--- src/rtl/despacho_pkg.sv ---
// Shared opcode/class encodings and helpers for the in-order issue unit.
package despacho_pkg;

   localparam logic [3:0] OP_LD   = 4'h4;
   localparam logic [3:0] OP_ST   = 4'h5;
   localparam logic       CLS_ALU = 1'b0;
   localparam logic       CLS_MEM = 1'b1;

   // Isolates the least-significant set bit (two's-complement trick); callers cast down.
   function automatic logic [31:0] lowest_one(input logic [31:0] vec);
      return vec & (~vec + 32'd1);
   endfunction

endpackage

--- src/rtl/fila_instrucoes.sv ---
// Synchronous instruction FIFO with flush priority over push/pop.
module fila_instrucoes #(
   parameter int WIDTH = 16,
   parameter int DEPTH = 4
) (
   input  logic                           clk,
   input  logic                           rst_n,
   input  logic                           push,
   input  logic                           pop,
   input  logic                           flush,
   input  logic [WIDTH-1:0]               data,
   output logic                           full,
   output logic                           empty,
   output logic [$clog2(DEPTH+1)-1:0]     count,
   output logic [WIDTH-1:0]               head
);

   localparam int AW = $clog2(DEPTH);
   localparam int CW = $clog2(DEPTH+1);

   logic [WIDTH-1:0] mem [DEPTH];
   logic [AW-1:0]    wr_ptr;
   logic [AW-1:0]    rd_ptr;
   logic             push_en;
   logic             pop_en;

   assign full    = (count == CW'(DEPTH));
   assign empty   = (count == '0);
   assign push_en = push & ~full & ~flush;
   assign pop_en  = pop & ~empty & ~flush;
   assign head    = mem[rd_ptr];

   always_ff @(posedge clk) begin
      if (push_en) mem[wr_ptr] <= data;
   end

   // DEPTH is a power of two, so pointers wrap naturally.
   always_ff @(posedge clk or negedge rst_n) begin
      if (!rst_n) begin
         wr_ptr <= '0;
         rd_ptr <= '0;
         count  <= '0;
      end else if (flush) begin
         wr_ptr <= '0;
         rd_ptr <= '0;
         count  <= '0;
      end else begin
         if (push_en) wr_ptr <= wr_ptr + AW'(1);
         if (pop_en)  rd_ptr <= rd_ptr + AW'(1);
         if (push_en && !pop_en)      count <= count + CW'(1);
         else if (pop_en && !push_en) count <= count - CW'(1);
      end
   end

endmodule

--- src/rtl/unidade_despacho_param.sv ---
// In-order issue unit: classifies the queue head and issues it to the lowest free station of its class.
module unidade_despacho_param
   import despacho_pkg::*;
#(
   parameter int INSTR_W = 16,
   parameter int DEPTH   = 4,
   parameter int NUM_ALU = 3,
   parameter int NUM_MEM = 2
) (
   input  logic                          Clock,
   input  logic                          Reset,
   input  logic                          Flush,
   input  logic                          Instr_Valid,
   input  logic [INSTR_W-1:0]            Instr_In,
   output logic                          Instr_Ready,
   input  logic [NUM_ALU-1:0]            Busy_ALU,
   input  logic [NUM_MEM-1:0]            Busy_MEM,
   output logic                          Disp_Valid,
   output logic [INSTR_W-1:0]            Disp_Instr,
   output logic [NUM_ALU-1:0]            Disp_Sel_ALU,
   output logic [NUM_MEM-1:0]            Disp_Sel_MEM,
   output logic [$clog2(DEPTH+1)-1:0]    Queue_Count,
   output logic                          Stall
);

   logic [INSTR_W-1:0] head;
   logic               full;
   logic               empty;
   logic               head_cls;
   logic [NUM_ALU-1:0] elig_alu;
   logic [NUM_MEM-1:0] elig_mem;
   logic [NUM_ALU-1:0] pick_alu;
   logic [NUM_MEM-1:0] pick_mem;
   logic               can_issue;
   logic               issue;

   fila_instrucoes #(.WIDTH(INSTR_W), .DEPTH(DEPTH)) fila (
      .clk   (Clock),
      .rst_n (Reset),
      .push  (Instr_Valid & Instr_Ready),
      .pop   (issue),
      .flush (Flush),
      .data  (Instr_In),
      .full  (full),
      .empty (empty),
      .count (Queue_Count),
      .head  (head)
   );

   assign Instr_Ready = ~full;

   // The registered select doubles as the pending mask covering the RS busy latency.
   always_comb begin
      head_cls  = (head[INSTR_W-1 -: 4] == OP_LD || head[INSTR_W-1 -: 4] == OP_ST) ? CLS_MEM : CLS_ALU;
      elig_alu  = ~Busy_ALU & ~Disp_Sel_ALU;
      elig_mem  = ~Busy_MEM & ~Disp_Sel_MEM;
      pick_alu  = NUM_ALU'(lowest_one(32'(elig_alu)));
      pick_mem  = NUM_MEM'(lowest_one(32'(elig_mem)));
      can_issue = (head_cls == CLS_MEM) ? |elig_mem : |elig_alu;
      Stall     = ~empty & ~can_issue;
      issue     = ~empty & ~Flush & can_issue;
   end

   always_ff @(posedge Clock or negedge Reset) begin
      if (!Reset) begin
         Disp_Valid   <= 1'b0;
         Disp_Instr   <= '0;
         Disp_Sel_ALU <= '0;
         Disp_Sel_MEM <= '0;
      end else begin
         Disp_Valid   <= issue;
         if (issue) Disp_Instr <= head;
         Disp_Sel_ALU <= (issue && head_cls == CLS_ALU) ? pick_alu : '0;
         Disp_Sel_MEM <= (issue && head_cls == CLS_MEM) ? pick_mem : '0;
      end
   end

endmodule

--- config.mk ---
export PLATFORM = sky130hd
export DESIGN_NAME = unidade_despacho_param
export DESIGN_NICKNAME = d
export VERILOG_FILES = /design/src/rtl/despacho_pkg.sv /design/src/rtl/fila_instrucoes.sv /design/src/rtl/unidade_despacho_param.sv
export SDC_FILE = /design/constraint.sdc
export NUM_CORES = 1
export LEC_CHECK = 0
export ABC_CLOCK_PERIOD_IN_PS = 4300
export CELL_PAD_IN_SITES_DETAIL_PLACEMENT = 0
export CELL_PAD_IN_SITES_GLOBAL_PLACEMENT = 1
export CORE_MARGIN = 2
export CORE_UTILIZATION = 40
export CTS_BUF_LIST = sky130_fd_sc_hd__clkbuf_2 sky130_fd_sc_hd__clkbuf_4 sky130_fd_sc_hd__clkbuf_8
export DETAILED_ROUTE_END_ITERATION = 6
export GPL_ROUTABILITY_DRIVEN = 0
export PLACE_DENSITY_LB_ADDON = 0.25
export SLEW_MARGIN = 20
export SYNTH_ARGS = -nofsm -noshare
export SYNTH_HDL_FRONTEND = slang
export SYNTH_SLANG_ARGS = --single-unit
--- constraint.sdc ---
create_clock -name Clock -period 4.3 [get_ports Clock]
set_clock_uncertainty 0.15 [all_clocks]
set_input_delay 0.86 -clock Clock [delete_from_list [all_inputs] [get_ports Clock]]
set_output_delay 0.86 -clock Clock [all_outputs]
set_load 0.02 [all_outputs]
Word level (Yosys, flattened, before mapping)
Memory sizes are Yosys's and may differ from the RTL's.
Index checks and enable logic that the tools add are counted.
{"block": "word_totals", "register_bits": 29, "mem_bits_rw": 64, "input_bits": 25, "out_inout_bits": 27, "elab_cells": 66, "mem_count": 1}
{"block": "classes", "n_addsub": 6, "n_eq_ne": 3, "mux": 13, "n_bitwise": 23, "n_reduce_logical": 13}
{"memory": "fila.mem", "depth": 4, "width": 16, "read_ports": 1, "rd_clocked_by_memory_dff": 0, "write_ports": 1, "line": "fila_instrucoes.sv:21", "text": "logic [WIDTH-1:0] mem [DEPTH];"}
{"cell": "3-bit two-way mux", "n": 4}
{"cell": "2-bit two-way mux", "n": 5}
{"cell": "3-bit NOT", "n": 3}
{"cell": "1-bit AND", "n": 8}
{"cell": "4-bit by 3-bit == test with 1-bit output, second input constant", "n": 2}
{"cell": "2-bit by 1-bit adder with 2-bit output, second input constant", "n": 3}
{"cell": "3-bit by 1-bit adder with 3-bit output, second input constant", "n": 2}
{"cell": "3-bit AND", "n": 2}
{"cell": "2-bit NOT", "n": 3}
{"cell": "1-bit NOT", "n": 5}
{"cell": "2-bit AND", "n": 2}
{"cell": "1-bit logical AND", "n": 4}
{"cell": "1-bit two-way mux", "n": 4}
{"cell": "2-bit nonzero test", "n": 2}
{"cell": "3-bit == test, second input constant", "n": 1}
{"cell": "3-bit logical NOT", "n": 1}
{"cell": "3-bit nonzero test", "n": 1}
{"cell": "3-bit OR reduction", "n": 1}
{"cell": "3-bit by 1-bit subtractor with 3-bit output, second input constant", "n": 1}
{"cell": "1-bit logical NOT", "n": 2}
{"cell": "2-bit OR reduction", "n": 1}
{"cell": "1-bit logical OR", "n": 1}

Logic depth before layout (Yosys ltp)
An unclocked memory read counts as a cell.
{"block": "depth", "depth_word": 12, "depth_mapped": 12}

Cells and area by module
From an unflattened synthesis, not the netlist that was laid out.
{"block": "hier_totals", "cells_unflattened": 194, "hier_area_um2": 3744.8}
{"module": "fila_instrucoes", "n_inst": 1, "cells_per_inst": 133, "area_each_um2": 2815.2, "seq_area_each_um2": 2097.0}
{"module": "unidade_despacho_param", "n_inst": 1, "cells_per_inst": 61, "area_each_um2": 929.6, "seq_area_each_um2": 550.5}

Worst setup path before layout
OpenSTA, ideal clock, no wires.
{"block": "synth_timing", "kind": "reg2reg", "from": "register fila.rd_ptr[0]", "to": "register fila.count[2]", "setup_ps": 90, "arrival_time_ps": 2953, "required_ps": 4060, "setup_slack_ps": 1107, "path_stages_with_launch": 13, "path_buffers": 2, "period_less_slack_ps": 3193, "cell_sequence": "dfrtp_1 -> buf_6 -> mux4_2 -> or4b_4 -> o211ai_2 -> buf_6 -> inv_2 -> nor3_1 -> fa_1 -> nor4b_1 -> o211a_1 -> a311oi_1 -> o221ai_1"}
{"block": "synth_between", "elab_chain_len": 12, "elab_cells_between_ends": 15, "classes_between": "eq/ne: 2; mux: 4; bitwise: 3; reduce/logical: 5; memory: 1"}
{"item": "from (decl)", "line": "fila_instrucoes.sv:23", "text": "logic [AW-1:0] rd_ptr;"}
{"item": "from (signal assigned)", "line": "fila_instrucoes.sv:49", "text": "if (pop_en) rd_ptr <= rd_ptr + AW'(1);"}
{"item": "memory 4 x 16 bit *"}
{"item": "4-bit by 3-bit == test with 1-bit output", "line": "unidade_despacho_param.sv:54", "text": "head_cls = (head[INSTR_W-1 -: 4] == OP_LD || head[INSTR_W-1 -: 4] == OP_ST) ? CLS_MEM : CLS_ALU;"}
{"item": "1-bit logical OR *", "line": "unidade_despacho_param.sv:54"}
{"item": "1-bit two-way mux *", "line": "unidade_despacho_param.sv:54"}
{"item": "1-bit two-way mux *", "line": "unidade_despacho_param.sv:59", "text": "can_issue = (head_cls == CLS_MEM) ? |elig_mem : |elig_alu;"}
{"item": "1-bit AND *", "line": "unidade_despacho_param.sv:61", "text": "issue = ~empty & ~Flush & can_issue;"}
{"item": "net fila.pop", "line": "fila_instrucoes.sv:9", "text": "input logic pop,"}
{"item": "1-bit AND * (2 in a row)", "line": "fila_instrucoes.sv:30", "text": "assign pop_en = pop & ~empty & ~flush;"}
{"item": "1-bit logical NOT", "line": "fila_instrucoes.sv:50", "text": "if (push_en && !pop_en) count <= count + CW'(1);"}
{"item": "1-bit logical AND", "line": "fila_instrucoes.sv:50"}
{"item": "3-bit two-way mux", "line": "fila_instrucoes.sv:50"}
{"item": "3-bit two-way mux", "line": "fila_instrucoes.sv:43", "text": "end else if (flush) begin"}
{"item": "to (signal assigned)", "line": "fila_instrucoes.sv:50"}
{"item": "to (signal assigned)", "line": "fila_instrucoes.sv:51", "text": "else if (pop_en && !push_en) count <= count - CW'(1);"}
{"item": "to (decl)", "line": "fila_instrucoes.sv:14", "text": "output logic [$clog2(DEPTH+1)-1:0] count,"}
Mark *: on every way through the listed nets, which the timed path passes. The rest lies on a longest branch.
A chain may end at the register's enable or synchronous reset.

Final worst setup path
{"block": "layout_timing", "from": "register fila.rd_ptr[0]", "to": "output Stall"}
{"block": "layout_between", "elab_chain_len": 7, "elab_cells_between_ends": 8, "classes_between": "eq/ne: 2; mux: 2; bitwise: 2; reduce/logical: 1; memory: 1"}
{"item": "memory 4 x 16 bit *"}
{"item": "4-bit by 3-bit == test with 1-bit output", "line": "unidade_despacho_param.sv:54"}
{"item": "1-bit logical OR *", "line": "unidade_despacho_param.sv:54"}
{"item": "1-bit two-way mux *", "line": "unidade_despacho_param.sv:54"}
{"item": "1-bit two-way mux *", "line": "unidade_despacho_param.sv:59"}
{"item": "1-bit NOT *", "line": "unidade_despacho_param.sv:60", "text": "Stall = ~empty & ~can_issue;"}
{"item": "1-bit AND *", "line": "unidade_despacho_param.sv:60"}
{"item": "to (decl)", "line": "unidade_despacho_param.sv:23", "text": "output logic Stall"}
Every way passes the cells marked *; elsewhere a longest branch is shown, timed or not.

==> impl_results.md <==
- Outcome: finished clean
- Ranking of synthesized cells by area: edfxtp_1, dfrtp_1, mux4_2, mux4_1, mux2_2
- Post-Syn Area: 3790 sq um
- Mux cell area share after synthesis: 0.152
- Worst slew margin: 0.654
- Clock Pin Slew Worst Setup and Hold Paths: 0.09 ns
- Slowest stage delay, CP: 0.62 ns
- Synth unique cells: between 40 and 50
- Commonest non-fill, non-tap cell in the layout: edfxtp_1
- Seq pwr share: 0.458
- Register area share after synthesis: 0.698
- # diodes: 0
- H-Tree Level Count: 3
- Crit path max-delay cell type: clkdlybuf4s50_1
- Num CTS Buffers: 9
- Initial Utilization: 0.412
- CP Buf/Inv Count: 1
- # DRC: 0
- Fillers: 798
- Fmax: 0.252 GHz
- Slew Limit Fails: 0
- Max clock buf depth: 2
- DR iter-0 viols: 71
- Ports: 52
- Tcrit/Tclk final: 0.924
- CP Cell Sequence: mux4_2, or4b_4, o21ai_2, nor2b_1, clkdlybuf4s50_1
- Post-route insts no fill: 387
- Cell Int Power: 1.80 mW
- DIE WIDTH: 101 um
- Main combinational cell family by area after synthesis: multiplexers
- Vias: 2,004
- Post-synthesis simple-gate area fraction: 0.0660
- Post-Synth Adder-Cell Area: 0.0185
- P_sw: between 0.8 and 0.9 mW
- Final setup fails: 0
- Via density per instance: roughly 5.2
- Met3 WL: 302 um
- Post-DP HPWL: 4.58 mm
- Slew @ Worst Pin: 0.515 ns
- Total Wirelength: 7.00 mm
- Dominant synthesized flop cell: edfxtp_1
- Setup Fix Bufs, Post-CTS: 0
- Synthesis warning total: 0
- Clk root buf: clkbuf_8
- Min-delay src: Disp_Sel_ALU[1]$_DFF_PN0_
- Crit-path max FO: 5
- Fin nets: roughly 300
- # hold bufs at CTS: 0
- Combinational power share: 0.338
- Placed insts: 371
- Avg WL per Cell: 18.1 um
- Power Density: 568 nW/um^2
- Drt pass-1 iters: 4
- Placeable Area: 9200 sq um
- Clock Latency Late Sink: 0.35 ns
- Post-synth EDFFs: 64
- Setup TNS: 0 ns
- Critical Path Start: fila.rd_ptr[0]$_DFFE_PN0P_
- CP Data Required Time: 3.29 ns
- Site Rows: 35
- Area Growth Syn to Fin: 22.1%
- Hold slack: approximately 0.31 ns
- VDD IR max: 0.216 mV
- Grt total ovfl: 0
- Max layer used: met4
- Fin. Hold Viols: 0
- Static leakage: 1.64 nW
- Routed Antenna Nets: 0
- Ys async rst share: 0.312
- Total power draw: 2.63 mW
- Worst Hold Class: reg -> reg
- CP delay by family, top: simple AND/OR/NAND/NOR gates
- Data arrival, critical path: about 3.0 ns
- Worst reg-to-reg setup slack: 0.93 ns
- Cts repair resizes: 0
- Type of element capturing the critical path: output port
- Global-route wire length before repair: 11.0 mm
- Die area: between 10,000 and 15,000 sq um
- Unrepaired setup endpoints after global routing: no
- Xor/xnor share of the synthesized area: 0.00462
- Register bit total from synthesis: 93
- FF-to-FF Start: fila.rd_ptr[0]$_DFFE_PN0P_
- Vias in the first global route: 2,074
- Max cap viols: 0
- Clk pwr share: 0.203
- Worst setup SP type: register
- Share of the synthesized area in the top cell type: 0.507
- All-Layer GR Usage: 0.148
- Final core utilization: 0.503
- Die Y-Extent: 101 um
- Clock Sinks: 93
- Synth Net Count: 240
- Post-synth top area cell: edfxtp_1
- Mapped Cells: 210
- CP Class: reg -> out
- Post-synthesis compound-gate area fraction: 0.0383
- Commonest cells after routing, fill and taps aside: edfxtp_1, clkdlybuf4s50_1, dfrtp_1
- Crit path time final: slightly below 4 ns
- Switching Fraction: 0.315
- DR WL met2: 3.52 mm
- Met1 WL: 3.06 mm
- Share of cells above drive strength 1: 0.207
- Post-synthesis area per instance: 18.1 sq um
- Largest net degree at the start of global routing: 30
- Port bufs: 51
- Antenna violations before repair: 0
- Clock tree from TritonCTS: done
## state kept, by name, indices dropped and copies added (netlist names)
| signal | cells |
|---|---|
| Disp_Sel_ALU | 3 |
| fila.wr_ptr | 2 |
| Disp_Valid | 1 |
| Disp_Instr | 16 |
| Disp_Sel_MEM | 2 |
| fila.mem | 64 |
| fila.rd_ptr | 2 |
| fila.count | 3 |
## Yosys cell counts, types with 3 or more instances
| master | instances |
|---|---|
| dfrtp_1 | 29 |
| mux4_1 | 7 |
| a21oi_1 | 3 |
| nand2_1 | 5 |
| o21ai_0 | 3 |
| ha_1 | 4 |
| or3_1 | 4 |
| nor2_1 | 10 |
| mux4_2 | 9 |
| inv_1 | 5 |
| buf_6 | 3 |
| mux2_2 | 16 |
| and2_1 | 4 |
| edfxtp_1 | 64 |
| clkbuf_1 | 6 |
| nor3_1 | 5 |
## final cells by class
| type | instances | area (sq um) | share of cell area |
|---|---|---|---|
| multi-input combinational | 101 | 1060 | 0.229 |
| tap | 111 | 139 | 0.0300 |
| clock inverter | 5 | 42.5 | 0.00919 |
| inverter | 6 | 22.5 | 0.00487 |
| clock buffer | 11 | 139 | 0.0300 |
| timing repair buffer | 60 | 578 | 0.125 |
| sequential | 93 | 2650 | 0.572 |
## routing by layer
metal	GRT usage	up-vias
met4	0.0624	0
met5	0	-
met1	0.185	1003
met3	0.0324	10
met2	0.251	45
li1	-	946
## cells by family (layout without fill, tap and decap cells)
logic type / Yosys count / in the layout
mux: 33 / 33
simple gates: 43 / 43
buf+inv: 16 / 82
xor+xnor: 2 / 2
flops: 93 / 93
fa+ha+maj: 5 / 5
compound gates: 18 / 18
## metrics by stage
stage | area [sq um] | setup slack (ns)
6_report | 4630 | 0.326
5_1_grt | 4630 | 0.184
4_1_cts | 4630 | 0.269
3_5_place_dp | 4450 | 0.356
3_3_place_gp | 4450 | 0.395
2_1_floorplan | 3790 | 1.11
## power by group through the flow
stage | Sequential [mW] | Clock (mW) | Combinational [mW]
after floorplan | 1.31 | 0 | 0.462
after global routing | 1.23 | 0.592 | 0.965
final | 1.20 | 0.534 | 0.889
after global placement | 1.23 | 0 | 0.896
after CTS | 1.21 | 0.563 | 0.903
after detailed placement | 1.23 | 0 | 0.899
## worst paths after layout
check | endpoint | cells after the start
max | Stall | 5
max in group asynchronous | Disp_Sel_ALU[0]$_DFF_PN0_ | 2
min in group asynchronous | Disp_Valid$_DFF_PN0_ | 2
min reg2reg | Disp_Sel_ALU[1]$_DFF_PN0_ | 1
min | Disp_Sel_ALU[1]$_DFF_PN0_ | 1
max reg2reg | fila.count[2]$_DFFE_PN0P_ | 10
(Power assumes the default switching activity.)
